===== config.mk =====
export PLATFORM = sky130hd
export DESIGN_NAME = cpu_bus_cycle_initiator_flat
export DESIGN_NICKNAME = d
export VERILOG_FILES = /design/src/rtl/cpu_bus_cycle_initiator_if.sv /design/src/rtl/cpu_bus_cycle_initiator.sv /design/src/flat_wrapper.sv
export SDC_FILE = /design/constraint.sdc
export NUM_CORES = 1
export LEC_CHECK = 0
export ABC_AREA = 1
export BUFFER_PORTS_ARGS = -buffer_cell sky130_fd_sc_hd__buf_2
export CAP_MARGIN = 20
export CORE_ASPECT_RATIO = 1.2
export CORE_MARGIN = 5
export CORE_UTILIZATION = 51
export DETAILED_ROUTE_END_ITERATION = 7
export GPL_ROUTABILITY_DRIVEN = 1
export PLACE_DENSITY_LB_ADDON = 0.12
export SLEW_MARGIN = 40
export SYNTH_ARGS = -nofsm -noshare
export SYNTH_HDL_FRONTEND = slang
export SYNTH_SLANG_ARGS = --single-unit

===== constraint.sdc =====
create_clock -name clock -period 1.88 [get_ports clock]
set_clock_uncertainty 0.05 [all_clocks]
set_input_delay 0.188 -clock clock [delete_from_list [all_inputs] [get_ports clock]]
set_output_delay 0.188 -clock clock [all_outputs]
set_load 0.005 [all_outputs]

===== src/rtl/cpu_bus_cycle_initiator_if.sv =====
// rtl/cpu_bus_cycle_initiator_if.sv - request/response and 8088-style local bus signal bundle
interface cpu_bus_cycle_initiator_if;
    logic        req_valid;
    logic        req_ready;
    logic [2:0]  req_type;
    logic [19:0] req_address;
    logic [7:0]  req_wdata;
    logic        req_lock;
    logic        resp_valid;
    logic [7:0]  resp_rdata;
    logic        resp_error;
    logic [19:0] cpu_address;
    logic [7:0]  cpu_data_bus;
    logic        cpu_data_oe;
    logic [2:0]  processor_status;
    logic        processor_lock_n;
    logic        processor_ready;
    logic [7:0]  data_bus_in;

    modport master (
        input  req_valid, req_type, req_address, req_wdata, req_lock,
        input  processor_ready, data_bus_in,
        output req_ready, resp_valid, resp_rdata, resp_error,
        output cpu_address, cpu_data_bus, cpu_data_oe, processor_status, processor_lock_n
    );

    modport slave (
        output req_valid, req_type, req_address, req_wdata, req_lock,
        output processor_ready, data_bus_in,
        input  req_ready, resp_valid, resp_rdata, resp_error,
        input  cpu_address, cpu_data_bus, cpu_data_oe, processor_status, processor_lock_n
    );
endinterface


===== src/rtl/cpu_bus_cycle_initiator.sv =====
// rtl/cpu_bus_cycle_initiator.sv - turns core requests into T1/T2/T3/Tw/T4 local bus cycles
module cpu_bus_cycle_initiator #(
    parameter int WAIT_TIMEOUT = 1023,
    parameter int INTA_PAIR    = 1
) (
    input  logic                      clock,
    input  logic                      reset_n,
    cpu_bus_cycle_initiator_if.master bus
);
    localparam int CW = $clog2(WAIT_TIMEOUT + 2);

    localparam logic [2:0] TY_INTA    = 3'b000;
    localparam logic [2:0] TY_IO_WR   = 3'b010;
    localparam logic [2:0] TY_HALT    = 3'b011;
    localparam logic [2:0] TY_MEM_WR  = 3'b110;
    localparam logic [2:0] TY_ILLEGAL = 3'b111;
    localparam logic [2:0] PASSIVE    = 3'b111;

    typedef enum logic [2:0] {S_IDLE, S_T1, S_T2, S_T3, S_TW, S_T4} state_t;

    state_t          state_q, state_d;
    logic [2:0]      type_q, type_d;
    logic [19:0]     addr_q, addr_d;
    logic [7:0]      wdata_q, wdata_d;
    logic            lock_q, lock_d;
    logic [7:0]      rdata_q, rdata_d;
    logic            err_q, err_d;
    logic            ill_q, ill_d;
    logic [CW-1:0]   cnt_q, cnt_d;
    logic            phase_q, phase_d;

    logic is_write, is_read, inta_first, pair_next, req_ready_w, in_cycle;

    assign is_write   = (type_q == TY_IO_WR) || (type_q == TY_MEM_WR);
    assign is_read    = type_q inside {3'b000, 3'b001, 3'b100, 3'b101};
    assign inta_first = (INTA_PAIR != 0) && (type_q == TY_INTA) && !phase_q;
    // First INTA of a pair chains straight into the second; it is neither a response nor an accept slot.
    assign pair_next  = (state_q == S_T4) && inta_first && !err_q;
    assign req_ready_w = reset_n && ((state_q == S_IDLE) || ((state_q == S_T4) && !pair_next));
    assign in_cycle   = state_q inside {S_T1, S_T2, S_T3, S_TW, S_T4};

    always_comb begin
        state_d = state_q;
        type_d  = type_q;
        addr_d  = addr_q;
        wdata_d = wdata_q;
        lock_d  = lock_q;
        rdata_d = rdata_q;
        err_d   = err_q;
        ill_d   = 1'b0;
        cnt_d   = cnt_q;
        phase_d = phase_q;

        case (state_q)
            S_T1: state_d = S_T2;
            S_T2: state_d = (type_q == TY_HALT) ? S_T4 : S_T3;
            S_T3, S_TW: begin
                if (bus.processor_ready) begin
                    if (is_read && !inta_first) rdata_d = bus.data_bus_in;
                    state_d = S_T4;
                end else if ((WAIT_TIMEOUT != 0) && (state_q == S_TW) &&
                             (cnt_q == CW'(WAIT_TIMEOUT))) begin
                    err_d   = 1'b1;
                    state_d = S_T4;
                end else begin
                    cnt_d   = cnt_q + CW'(1);
                    state_d = S_TW;
                end
            end
            S_T4: begin
                cnt_d = '0;
                if (pair_next) begin
                    phase_d = 1'b1;
                    state_d = S_T1;
                end else begin
                    phase_d = 1'b0;
                    state_d = S_IDLE;
                end
            end
            default: state_d = state_q;
        endcase

        if (bus.req_valid && req_ready_w) begin
            err_d   = 1'b0;
            cnt_d   = '0;
            phase_d = 1'b0;
            if (bus.req_type == TY_ILLEGAL) begin
                ill_d   = 1'b1;
                state_d = S_IDLE;
            end else begin
                type_d  = bus.req_type;
                addr_d  = bus.req_address;
                wdata_d = bus.req_wdata;
                lock_d  = bus.req_lock;
                state_d = S_T1;
            end
        end
    end

    always_ff @(posedge clock or negedge reset_n) begin
        if (!reset_n) begin
            state_q <= S_IDLE;
            type_q  <= PASSIVE;
            addr_q  <= '0;
            wdata_q <= '0;
            lock_q  <= 1'b0;
            rdata_q <= '0;
            err_q   <= 1'b0;
            ill_q   <= 1'b0;
            cnt_q   <= '0;
            phase_q <= 1'b0;
        end else begin
            state_q <= state_d;
            type_q  <= type_d;
            addr_q  <= addr_d;
            wdata_q <= wdata_d;
            lock_q  <= lock_d;
            rdata_q <= rdata_d;
            err_q   <= err_d;
            ill_q   <= ill_d;
            cnt_q   <= cnt_d;
            phase_q <= phase_d;
        end
    end

    assign bus.req_ready        = req_ready_w;
    assign bus.cpu_address      = addr_q;
    assign bus.cpu_data_bus     = wdata_q;
    assign bus.cpu_data_oe      = is_write && (state_q inside {S_T2, S_T3, S_TW, S_T4});
    assign bus.processor_status = (in_cycle && (state_q != S_T4)) ? type_q : PASSIVE;
    assign bus.processor_lock_n = !(in_cycle && (inta_first || lock_q));
    assign bus.resp_valid       = ill_q || ((state_q == S_T4) && !pair_next);
    assign bus.resp_error       = ill_q || ((state_q == S_T4) && err_q);
    assign bus.resp_rdata       = rdata_q;
endmodule

===== src/flat_wrapper.sv =====
// flat-port wrapper written by rule: the top's interface ports become plain ports
module cpu_bus_cycle_initiator_flat 
#(
    parameter int WAIT_TIMEOUT = 1023,
    parameter int INTA_PAIR    = 1
)
  (clock, reset_n, bus_req_valid, bus_req_type, bus_req_address, bus_req_wdata, bus_req_lock, bus_processor_ready, bus_data_bus_in, bus_req_ready, bus_resp_valid, bus_resp_rdata, bus_resp_error, bus_cpu_address, bus_cpu_data_bus, bus_cpu_data_oe, bus_processor_status, bus_processor_lock_n);
  cpu_bus_cycle_initiator_if bus_i ();
  input  logic clock;
  input  logic reset_n;
  input wire logic [$bits(bus_i.req_valid)-1:0] bus_req_valid;
  input wire logic [$bits(bus_i.req_type)-1:0] bus_req_type;
  input wire logic [$bits(bus_i.req_address)-1:0] bus_req_address;
  input wire logic [$bits(bus_i.req_wdata)-1:0] bus_req_wdata;
  input wire logic [$bits(bus_i.req_lock)-1:0] bus_req_lock;
  input wire logic [$bits(bus_i.processor_ready)-1:0] bus_processor_ready;
  input wire logic [$bits(bus_i.data_bus_in)-1:0] bus_data_bus_in;
  output wire logic [$bits(bus_i.req_ready)-1:0] bus_req_ready;
  output wire logic [$bits(bus_i.resp_valid)-1:0] bus_resp_valid;
  output wire logic [$bits(bus_i.resp_rdata)-1:0] bus_resp_rdata;
  output wire logic [$bits(bus_i.resp_error)-1:0] bus_resp_error;
  output wire logic [$bits(bus_i.cpu_address)-1:0] bus_cpu_address;
  output wire logic [$bits(bus_i.cpu_data_bus)-1:0] bus_cpu_data_bus;
  output wire logic [$bits(bus_i.cpu_data_oe)-1:0] bus_cpu_data_oe;
  output wire logic [$bits(bus_i.processor_status)-1:0] bus_processor_status;
  output wire logic [$bits(bus_i.processor_lock_n)-1:0] bus_processor_lock_n;
  assign bus_i.req_valid = bus_req_valid;
  assign bus_i.req_type = bus_req_type;
  assign bus_i.req_address = bus_req_address;
  assign bus_i.req_wdata = bus_req_wdata;
  assign bus_i.req_lock = bus_req_lock;
  assign bus_i.processor_ready = bus_processor_ready;
  assign bus_i.data_bus_in = bus_data_bus_in;
  assign bus_req_ready = bus_i.req_ready;
  assign bus_resp_valid = bus_i.resp_valid;
  assign bus_resp_rdata = bus_i.resp_rdata;
  assign bus_resp_error = bus_i.resp_error;
  assign bus_cpu_address = bus_i.cpu_address;
  assign bus_cpu_data_bus = bus_i.cpu_data_bus;
  assign bus_cpu_data_oe = bus_i.cpu_data_oe;
  assign bus_processor_status = bus_i.processor_status;
  assign bus_processor_lock_n = bus_i.processor_lock_n;
  cpu_bus_cycle_initiator #(.WAIT_TIMEOUT(WAIT_TIMEOUT), .INTA_PAIR(INTA_PAIR)) u_core (.clock(clock), .reset_n(reset_n), .bus(bus_i));
endmodule

**Word-level counts from Yosys, hierarchy flattened**

Index checks and enable logic that the tools add are counted.

- Output and inout bits: 44
- Register bits after elaboration: 57

- Reductions and logical operators: 37
- Muxes and demuxes: 21
- Bitwise logic cells: 1
- Equal/unequal tests: 17
- Add/sub/neg operators: 1

Operators by type and width:

| kind | number |
|---|---|
| $mux W11 | 3 |
| $pmux W11 S2 | 1 |
| $eq A3 B3 Y1 const B | 6 |
| $eq A3 B2 Y1 const B | 4 |
| $logic_and A1 B1 Y1 | 12 |
| $mux W1 | 12 |
| $mux W3 | 4 |
| $pmux W3 S4 | 1 |
| $add A11 B1 Y11 const B | 1 |
| $eq A11 B10 Y1 const B | 1 |
| $reduce_bool A5 Y1 | 2 |
| $reduce_and A3 Y1 | 3 |
| $reduce_bool A4 Y1 | 2 |
| $eq A3 B1 Y1 const B | 2 |
| $logic_not A3 Y1 | 2 |
| $ne A3 B3 Y1 const B | 2 |
| $reduce_bool A2 Y1 | 3 |
| $logic_not A1 Y1 | 5 |
| $logic_or A1 B1 Y1 | 5 |
| $ne A3 B2 Y1 const B | 1 |
| $reduce_bool A3 Y1 | 1 |
| $ne A2 B1 Y1 const B | 1 |
| $reduce_and A2 Y1 | 1 |
| $reduce_or A2 Y1 | 1 |
| $not A1 Y1 | 1 |

**Logic depth before layout (Yosys ltp)**

Gate-level depths: netlist of run 1.

- Word-level depth: 11
- Depth in mapped cells: 10
- Gate-level depth less buffers: 9

**Worst setup path after synthesis of run 1**

Ideal clock, no wire load.

- Kind: flip-flop to flip-flop
- Start point: register u_core.cnt_q[1]
- End point: register u_core.cnt_q[2]
- Path buffers: 1
- Data required time: 1.765 ns
- Path slack: 0.368 ns
- Library setup time: 0.065 ns
- Arrival: 1.397 ns
- Clock period less this slack: 1.512 ns
- Cell stages (with the launch flop): 11
- Cell sequence: dfrtp_1 -> ha_1 -> inv_1 -> nor2_1 -> nand2_1 -> nor2_1 -> nand4_1 -> nand2_1 -> buf_4 -> nand3_1 -> nand2_1

- Cells in the longest elaborated chain, start to end: 5
- Elaborated cells on any way between the ends: 9
- Classes of those cells: add/sub (1); eq/ne (2); mux (4); reduce/logical (2)

Ends and longest elaborated chain:

| element | line | text |
|---|---|---|
| start: declaration | cpu_bus_cycle_initiator.sv:29 | `logic [CW-1:0] cnt_q, cnt_d;` |
| start signal: assignment | cpu_bus_cycle_initiator.sv:121 | `cnt_q <= cnt_d;` |
| $add A11 B1 Y11 | cpu_bus_cycle_initiator.sv:66 | `cnt_d = cnt_q + CW'(1);` |
| $mux W11 | cpu_bus_cycle_initiator.sv:61 | `end else if ((WAIT_TIMEOUT != 0) && (state_q == S_TW) &&` |
| $mux W11 | cpu_bus_cycle_initiator.sv:58 | `if (bus.processor_ready) begin` |
| $pmux W11 S2 | cpu_bus_cycle_initiator.sv:54 | `case (state_q)` |
| $mux W11 | cpu_bus_cycle_initiator.sv:83 | `if (bus.req_valid && req_ready_w) begin` |

Several ways; a longest one is shown, not always the timed one. The select of a mux whose other input is x is not followed.
A chain may end at the register's enable or synchronous reset.

**Worst setup path after layout of run 1**

- Start point: register u_core.state_q[0]
- End point: output bus_processor_lock_n

- Cells in the longest elaborated chain, start to end: 4
- Elaborated cells on any way between the ends: 8
- Classes of those cells: eq/ne (5); reduce/logical (3)

Ends and longest elaborated chain:

| element | line | text |
|---|---|---|
| start: declaration | cpu_bus_cycle_initiator.sv:21 | `state_t state_q, state_d;` |
| start signal: assignment | cpu_bus_cycle_initiator.sv:113 | `state_q <= state_d;` |
| $eq A3 B1 Y1, or another cell as far along | cpu_bus_cycle_initiator.sv:40 | `assign in_cycle = state_q inside {S_T1, S_T2, S_T3, S_TW, S_T4};` |
| $reduce_bool A5 Y1 * | cpu_bus_cycle_initiator.sv:40 |  |
| $logic_and A1 B1 Y1 * | cpu_bus_cycle_initiator.sv:131 | `assign bus.processor_lock_n = !(in_cycle && (inta_first \|\| lock_q));` |
| $logic_not A1 Y1 * | cpu_bus_cycle_initiator.sv:131 |  |
| end: declaration | flat_wrapper.sv:26 | `output wire logic [$bits(bus_i.processor_lock_n)-1:0] bus_processor_lock_n;` |

Every way passes the cells marked *; elsewhere a longest branch is shown, timed or not.

==> results of run 1 <==
## through the flow
stage                     power (mW)  util [%]  instances  setup TNS [ns]
after floorplan                 3.40         -        361               0
after global placement          4.20      60.5        506               0
after detailed placement        4.25      60.5        506               0
after CTS                       5.48      64.5        523               0
after global routing            6.06      65.5        524        -0.00284
final                           5.59      65.5        524               0
## cells in the mapped netlist, drive strengths merged
cell / number
xor2: 3
ha: 1
a31oi: 1
a211oi: 1
nor3: 1
o21ai: 11
xnor2: 1
inv: 36
nor2: 28
buf: 11
o22ai: 1
nand2: 123
a21oi: 3
o21bai: 2
dfstp: 3
clkbuf: 4
nand3: 66
dfrtp: 54
nand4: 11
## cell usage in the layout (no fill, tap or decap), types with 2 or more instances in the layout
cell	n
nand4_2	2
nand3_2	9
nand3_1	56
o21ai_1	9
dfstp_2	3
buf_2	87
dfrtp_2	3
clkbuf_8	12
nor2_2	3
xor2_1	3
clkbuf_1	2
nor2_1	22
nand2_1	121
inv_2	3
dfrtp_1	51
buf_4	10
nand2_4	2
nor2_4	3
inv_1	32
nand4_1	9
## path summary, 6_finish.rpt
kind                                             from                          to
max                                 u_core.state_q[0]        bus_processor_lock_n
min                                bus_req_address[5]   u_core.bus.cpu_address[5]
max reg2reg                         u_core.state_q[1]  u_core.bus.cpu_data_bus[4]
min reg2reg                u_core.bus.cpu_data_bus[5]  u_core.bus.cpu_data_bus[5]
max in group asynchronous                     reset_n            u_core.type_q[0]
min in group asynchronous                     reset_n  u_core.bus.cpu_address[18]
## worst max-delay path, stage by stage, from the launching register on
cell,delay (ns)
dfrtp_2,0.48
nor2_4,0.15
nor2_2,0.06
nor2_4,0.17
inv_2,0.08
o21ai_4,0.08
o22ai_2,0.08
buf_2,0.13
## flip-flops by register name, summed over array words and instances (netlist names)
register	flops
u_core.err_q	1
u_core.bus.cpu_data_bus	8
u_core.phase_q	1
u_core.state_q	3
u_core.type_q	3
u_core.cnt_q	11
u_core.bus.cpu_address	20
u_core.lock_q	1
u_core.ill_q	1
u_core.bus.resp_rdata	8
## cell families after synthesis
| kind of cell | Yosys count | share of synthesized area [%] |
|---|---|---|
| xor gates and xnor gates | 4 | 1.21 |
| DFF | 57 | 49.4 |
| and+or+nand+nor | 229 | 36.7 |
| adders and majority gates | 1 | 0.432 |
| buffers and inverters | 51 | 7.91 |
| AOI/OAI and AO/OA | 19 | 4.28 |
## timing repair
action / in CTS / in global routing
pin swaps: 0 / 3
gates resized for setup: 3 / 15
setup buffers: 0 / 1
endpoints found under the setup margin: 4 / 18
hold buffers: 1 / 0
endpoints found under the hold margin: 9 / 0
## per-layer routing
| metal | vias up | wire [um] |
|---|---|---|
| met5 | - | 0 |
| met4 | 0 | 107 |
| met3 | 11 | 511 |
| met2 | 88 | 3600 |
| met1 | 1284 | 3030 |
| li1 | 1345 | - |
## report_power, final
part           total, mW  switching, mW  leakage (nW)  internal (mW)
combinational       2.31           1.35          1.20          0.956
sequential          2.09          0.358         0.721           1.73
clock               1.19          0.471         0.107          0.720
## layout make-up
class / count / area [sq um] / share of cell area, %
inverter: 36 / 138 / 3.76
clock inverter: 2 / 35.0 / 0.956
sequential: 57 / 1430 / 39.1
multi-input combinational: 253 / 1280 / 35.1
clock buffer: 14 / 173 / 4.71
timing repair buffer: 98 / 520 / 14.2
tap: 64 / 80.1 / 2.19
==> key figures, run 1 <==
Logic synthesis
  – Synth warn: 0
  – Distinct cells, synth: 31
  – Syn_nets: 406
  – Largest area contributor in the netlist: dfrtp_1
  – Syn avg cell area: roughly 8.0 sq um
  – Top cells by area, synth: dfrtp_1 (47%), nand2_1 (16%), nand3_1 (9.7%), inv_1 (4.4%), nor2_1 (3.4%)
  – Sequential area share after synthesis: roughly half
  – Synth top area share: approximately 47%
  – Cell area after synthesis: between 0.002 and 0.003 sq mm
  – Syn Inst Count: 361
  – Synth Register Bits: 57

Power and ir drop
  – Worst VDD drop: approximately 0.79 mV
  – Pwr/cell area: 1530 mW/mm^2
  – Lkg Pwr: 2.03 nW

Placed design
  – Routability cong.: about 0.88
  – Post-Place Worst Slack: 0.0483 ns
  – Number of port buffers: 87
  – Dpl cell area: around 0.0034 sq mm
  – Post-detail-place hpwl: ~5200 um

Layout
  – Area growth syn-to-layout: 26.6%
  – Final instance area: approximately 0.0037 sq mm
  – Fraction of layout cells with a size suffix above 1: 32.0%
  – Final net count: 500
  – Ant diodes: 0
  – FILL cells: between 400 and 500

Timing
  – Final hold violations: 0
  – Final setup violation count: 0
  – Final worst slack: between 0.07 and 0.08 ns
  – Fin crit share: between 90% and 100%
  – Period minus WS final: 1.80 ns
  – Slew margin rel.: 71.5%
  – Least-Margin Pin Slew: approximately 0.43 ns
  – Slew Limit Fails: 0
  – Max Clk Rate: between 500 and 600 MHz
  – Worst hold margin: around 0.027 ns

Clock network
  – CTS tree: yes
  – Number of H-tree levels: 3
  – CTS root buf: clkbuf_8
  – Num CTS Buffers: 9
  – Longest Clk Path Bufs: 2
  – CTS sink count: between 50 and 60
  – Worst-Skew Late Latency: 0.33 ns
  – Clock transition at path regs: around 0.06 ns

Global routing
  – Global route overflow: 0
  – Largest net degree at the start of global routing: 34
  – First-pass GRT wire length: about 13,000 um
  – Total Routing Usage GR: between 20% and 30%
  – Met2 Resource Use GR: between 30% and 40%
  – Met1 Track Usage GR: 26.2%
  – Vias in the first global route: 2,792
  – Grt peak-use layer: met2
  – Met3 usage in global routing: 5.84%
  – Initial antenna violation count: 0

Route
  – 1st-iter DRT viols: about 140
  – DRT Wirelength: 7250 um
  – Vias per inst: between 5 and 6
  – Via count: 2,728
  – Post-route DRC: 0
  – DR pass1 iterations: 4
  – Post-route ant nets: 0
  – WL/cell: roughly 14 um

Floorplan
  – DIE AREA: 0.00729 sq mm
  – DIE WIDTH: 78.8 um
  – Area of the core: 0.00559 sq mm
  – Cell Rows: 30
  – Die Ht: around 93 um
  – IO Pins: 88
  – Initial Utilization: between 50% and 60%

Setup path
  – Worst reg2reg path depth: 8
  – Flop2flop setup slack: between 0.15 and 0.2 ns
  – CP Class: register to output pin
  – Critical path fanouts, max: 6
  – Worst endpoint data arrival time: 1.56 ns
  – Crit. End Element: output pin
  – Worst EP required: about 1.6 ns
  – CP Launch Type: register

Hold path
  – Worst Hold Class: input port to register
  – Hold Crit Depth: 3

Job
  – MaxCap Viol Count: 0

Status
  – Outcome: finished, final reports clean
(Power assumes the default switching activity.)
==> run 2: changes to the inputs <==
--- a/config.mk
+++ b/config.mk
@@ -11,9 +11,11 @@
 export CORE_ASPECT_RATIO = 1.2
 export CORE_MARGIN = 5
 export CORE_UTILIZATION = 51
+export CTS_CLUSTER_DIAMETER = 50
 export DETAILED_ROUTE_END_ITERATION = 7
 export GPL_ROUTABILITY_DRIVEN = 1
 export PLACE_DENSITY_LB_ADDON = 0.12
+export SETUP_SLACK_MARGIN = 0.3
 export SLEW_MARGIN = 40
 export SYNTH_ARGS = -nofsm -noshare
 export SYNTH_HDL_FRONTEND = slang
==> constraint.sdc (replaced) <==
create_clock -name clock -period 2 [get_ports clock]
set_clock_uncertainty 0.05 [all_clocks]
set_input_delay 0.2 -clock clock [delete_from_list [all_inputs] [get_ports clock]]
set_output_delay 0.2 -clock clock [all_outputs]
set_load 0.005 [all_outputs]
==> key figures, run 2 (same netlist as run 1, synthesis figures left out) <==
Route
  – DR pass1 iterations: 4
  – Post-route DRC: 0
  – Vias per inst: approximately 5.2
  – Post-route ant nets: 0
  – 1st-iter DRT viols: around 250
  – Via count: between 2,000 and 3,000
  – DRT Wirelength: between 7000 and 8000 um
  – WL/cell: between 10 and 15 um

Placed design
  – Routability cong.: between 0.8 and 0.9
  – Number of port buffers: 87
  – Placed Instances: approximately 500
  – Post-detail-place hpwl: 5240 um

Setup path
  – CP top delay family: flip-flops
  – Worst EP required: 1.75 ns
  – Crit. End Element: output pin
  – CP Launch Type: register
  – CP Class: register to output pin
  – Critical path fanouts, max: 6
  – Worst endpoint data arrival time: between 1.5 and 2 ns
  – Cell chain of the critical path: nor3_2 -> inv_1 -> a211oi_1 -> buf_2
  – Max incr delay on CP: 0.48 ns
  – Critical-path top delay cell: dfrtp_2
  – WP buf/inv: 2

Global routing
  – First-pass GRT wire length: 12,100 um
  – Largest net degree at the start of global routing: 34
  – Vias in the first global route: about 2,600
  – Initial antenna violation count: 0
  – Total Routing Usage GR: roughly a fifth
  – Global route overflow: 0

Hold path
  – Worst Hold Class: input port to register

Timing
  – Setup TNS Final: 0 ns
  – Max Clk Rate: between 500 and 600 MHz
  – Final setup violation count: 0
  – Period minus WS final: 1.76 ns
  – Slew margin rel.: about three quarters
  – Least-Margin Pin Slew: 0.390 ns
  – Final hold violations: 0
  – Unrepaired setup endpoints after global routing: yes
  – Fin crit share: about nine tenths
  – Slew Limit Fails: 0

Clock network
  – Number of H-tree levels: 3
  – Num CTS Buffers: 9
  – Clock transition at path regs: 0.07 ns
  – Worst-Skew Late Latency: ~0.33 ns
  – CTS root buf: clkbuf_8
  – CTS sink count: 57
  – CTS tree: yes
  – Longest Clk Path Bufs: 2

Power and ir drop
  – Total power: about 5.5 mW
  – Worst VDD drop: between 0.8 and 0.9 mV
  – Pwr/cell area: roughly 1400 mW/mm^2
  – Lkg Pwr: 2.08 nW

Layout
  – Commonest cells after routing, fill and taps aside: nand2_1 (119), buf_2 (87), nand3_1 (49), dfrtp_1 (48), inv_1 (31)
  – Final net count: 508
  – Max reg flops: 20
  – Non-Filler Instances: about 530
  – Fraction of layout cells with a size suffix above 1: approximately 37%
  – FILL cells: around 470
  – Most common cell after layout, fill and taps aside: nand2_1
  – Area growth syn-to-layout: 32.4%
  – Ant diodes: 0
  – Utilization after layout: around 69%

Floorplan
  – DIE AREA: around 0.0073 sq mm
  – DIE WIDTH: 78.8 um
  – Area of the core: about 0.0056 sq mm
  – IO Pins: just under 90
  – Cell Rows: 30
  – Die Ht: slightly above 90 um
  – Initial Utilization: 51.7%

Status
  – Outcome: finished, final reports clean

Job
  – MaxCap Viol Count: 0
## run 2: final timing paths
path / startpoint / endpoint / slack, ns / depth (start not counted)
setup / recovery: u_core.state_q[2] / bus_cpu_data_oe / 0.24 / 4
hold / removal: bus_req_wdata[6] / u_core.bus.cpu_data_bus[6] / 0.04 / 3
setup reg to reg: u_core.state_q[2] / u_core.cnt_q[8] / 0.37 / 9
hold reg to reg: u_core.bus.cpu_data_bus[0] / u_core.bus.cpu_data_bus[0] / 0.42 / 2
max in group asynchronous: reset_n / u_core.type_q[0] / 1.02 / 3
min in group asynchronous: reset_n / u_core.type_q[2] / 0.53 / 2
## run 2: layout make-up
| class | count | area [sq um] | share of cell area (%) |
|---|---|---|---|
| Multi-Input combinational cell | 254 | 1390 | 36.2 |
| Timing Repair Buffer | 105 | 586 | 15.3 |
| Tap cell | 64 | 80.1 | 2.09 |
| Clock buffer | 13 | 159 | 4.15 |
| Clock inverter | 3 | 40.0 | 1.05 |
| Inverter | 36 | 143 | 3.72 |
| Sequential cell | 57 | 1440 | 37.5 |
## run 2: metrics by stage
step	setup WS [ns]	hold slack, ns	area [sq um]
finish	0.240	0.0365	3830
global route	0.153	0.0232	3830
CTS	0.240	0.0251	3680
detailed placement	0.210	0.217	3390
global placement	0.273	0.215	3390
floorplan	0.488	-0.146	2890
## run 2: power breakdown
part | leakage (nW) | total (mW) | internal (mW) | switching, mW
clock | 0.103 | 1.08 | 0.640 | 0.441
combinational | 1.26 | 2.44 | 1.04 | 1.40
sequential | 0.716 | 1.98 | 1.63 | 0.348
## run 2: what timing repair did
item / 4_1_cts / 5_1_grt
hold endpoints to repair: 55 / 0
setup endpoints to repair: 44 / 57
hold buffers: 1 / 0
pin swaps: 1 / 9
cloned: 0 / 1
resized for setup: 21 / 21
setup buffers: 3 / 6
## run 2: worst min-delay path, cell delays in order
cell     delay [ns]
buf_2          0.08
nand3_1        0.06
nand2_1        0.05
## run 2: routing by layer
metal | wire [um] | track usage [%] | share of wire, %
met1 | 3280 | 27.4 | 43
met2 | 3710 | 33.2 | 49
met3 | 548 | 6.71 | 7.2
met4 | 85 | 6.85 | 1.1
met5 | 0 | 0 | 0
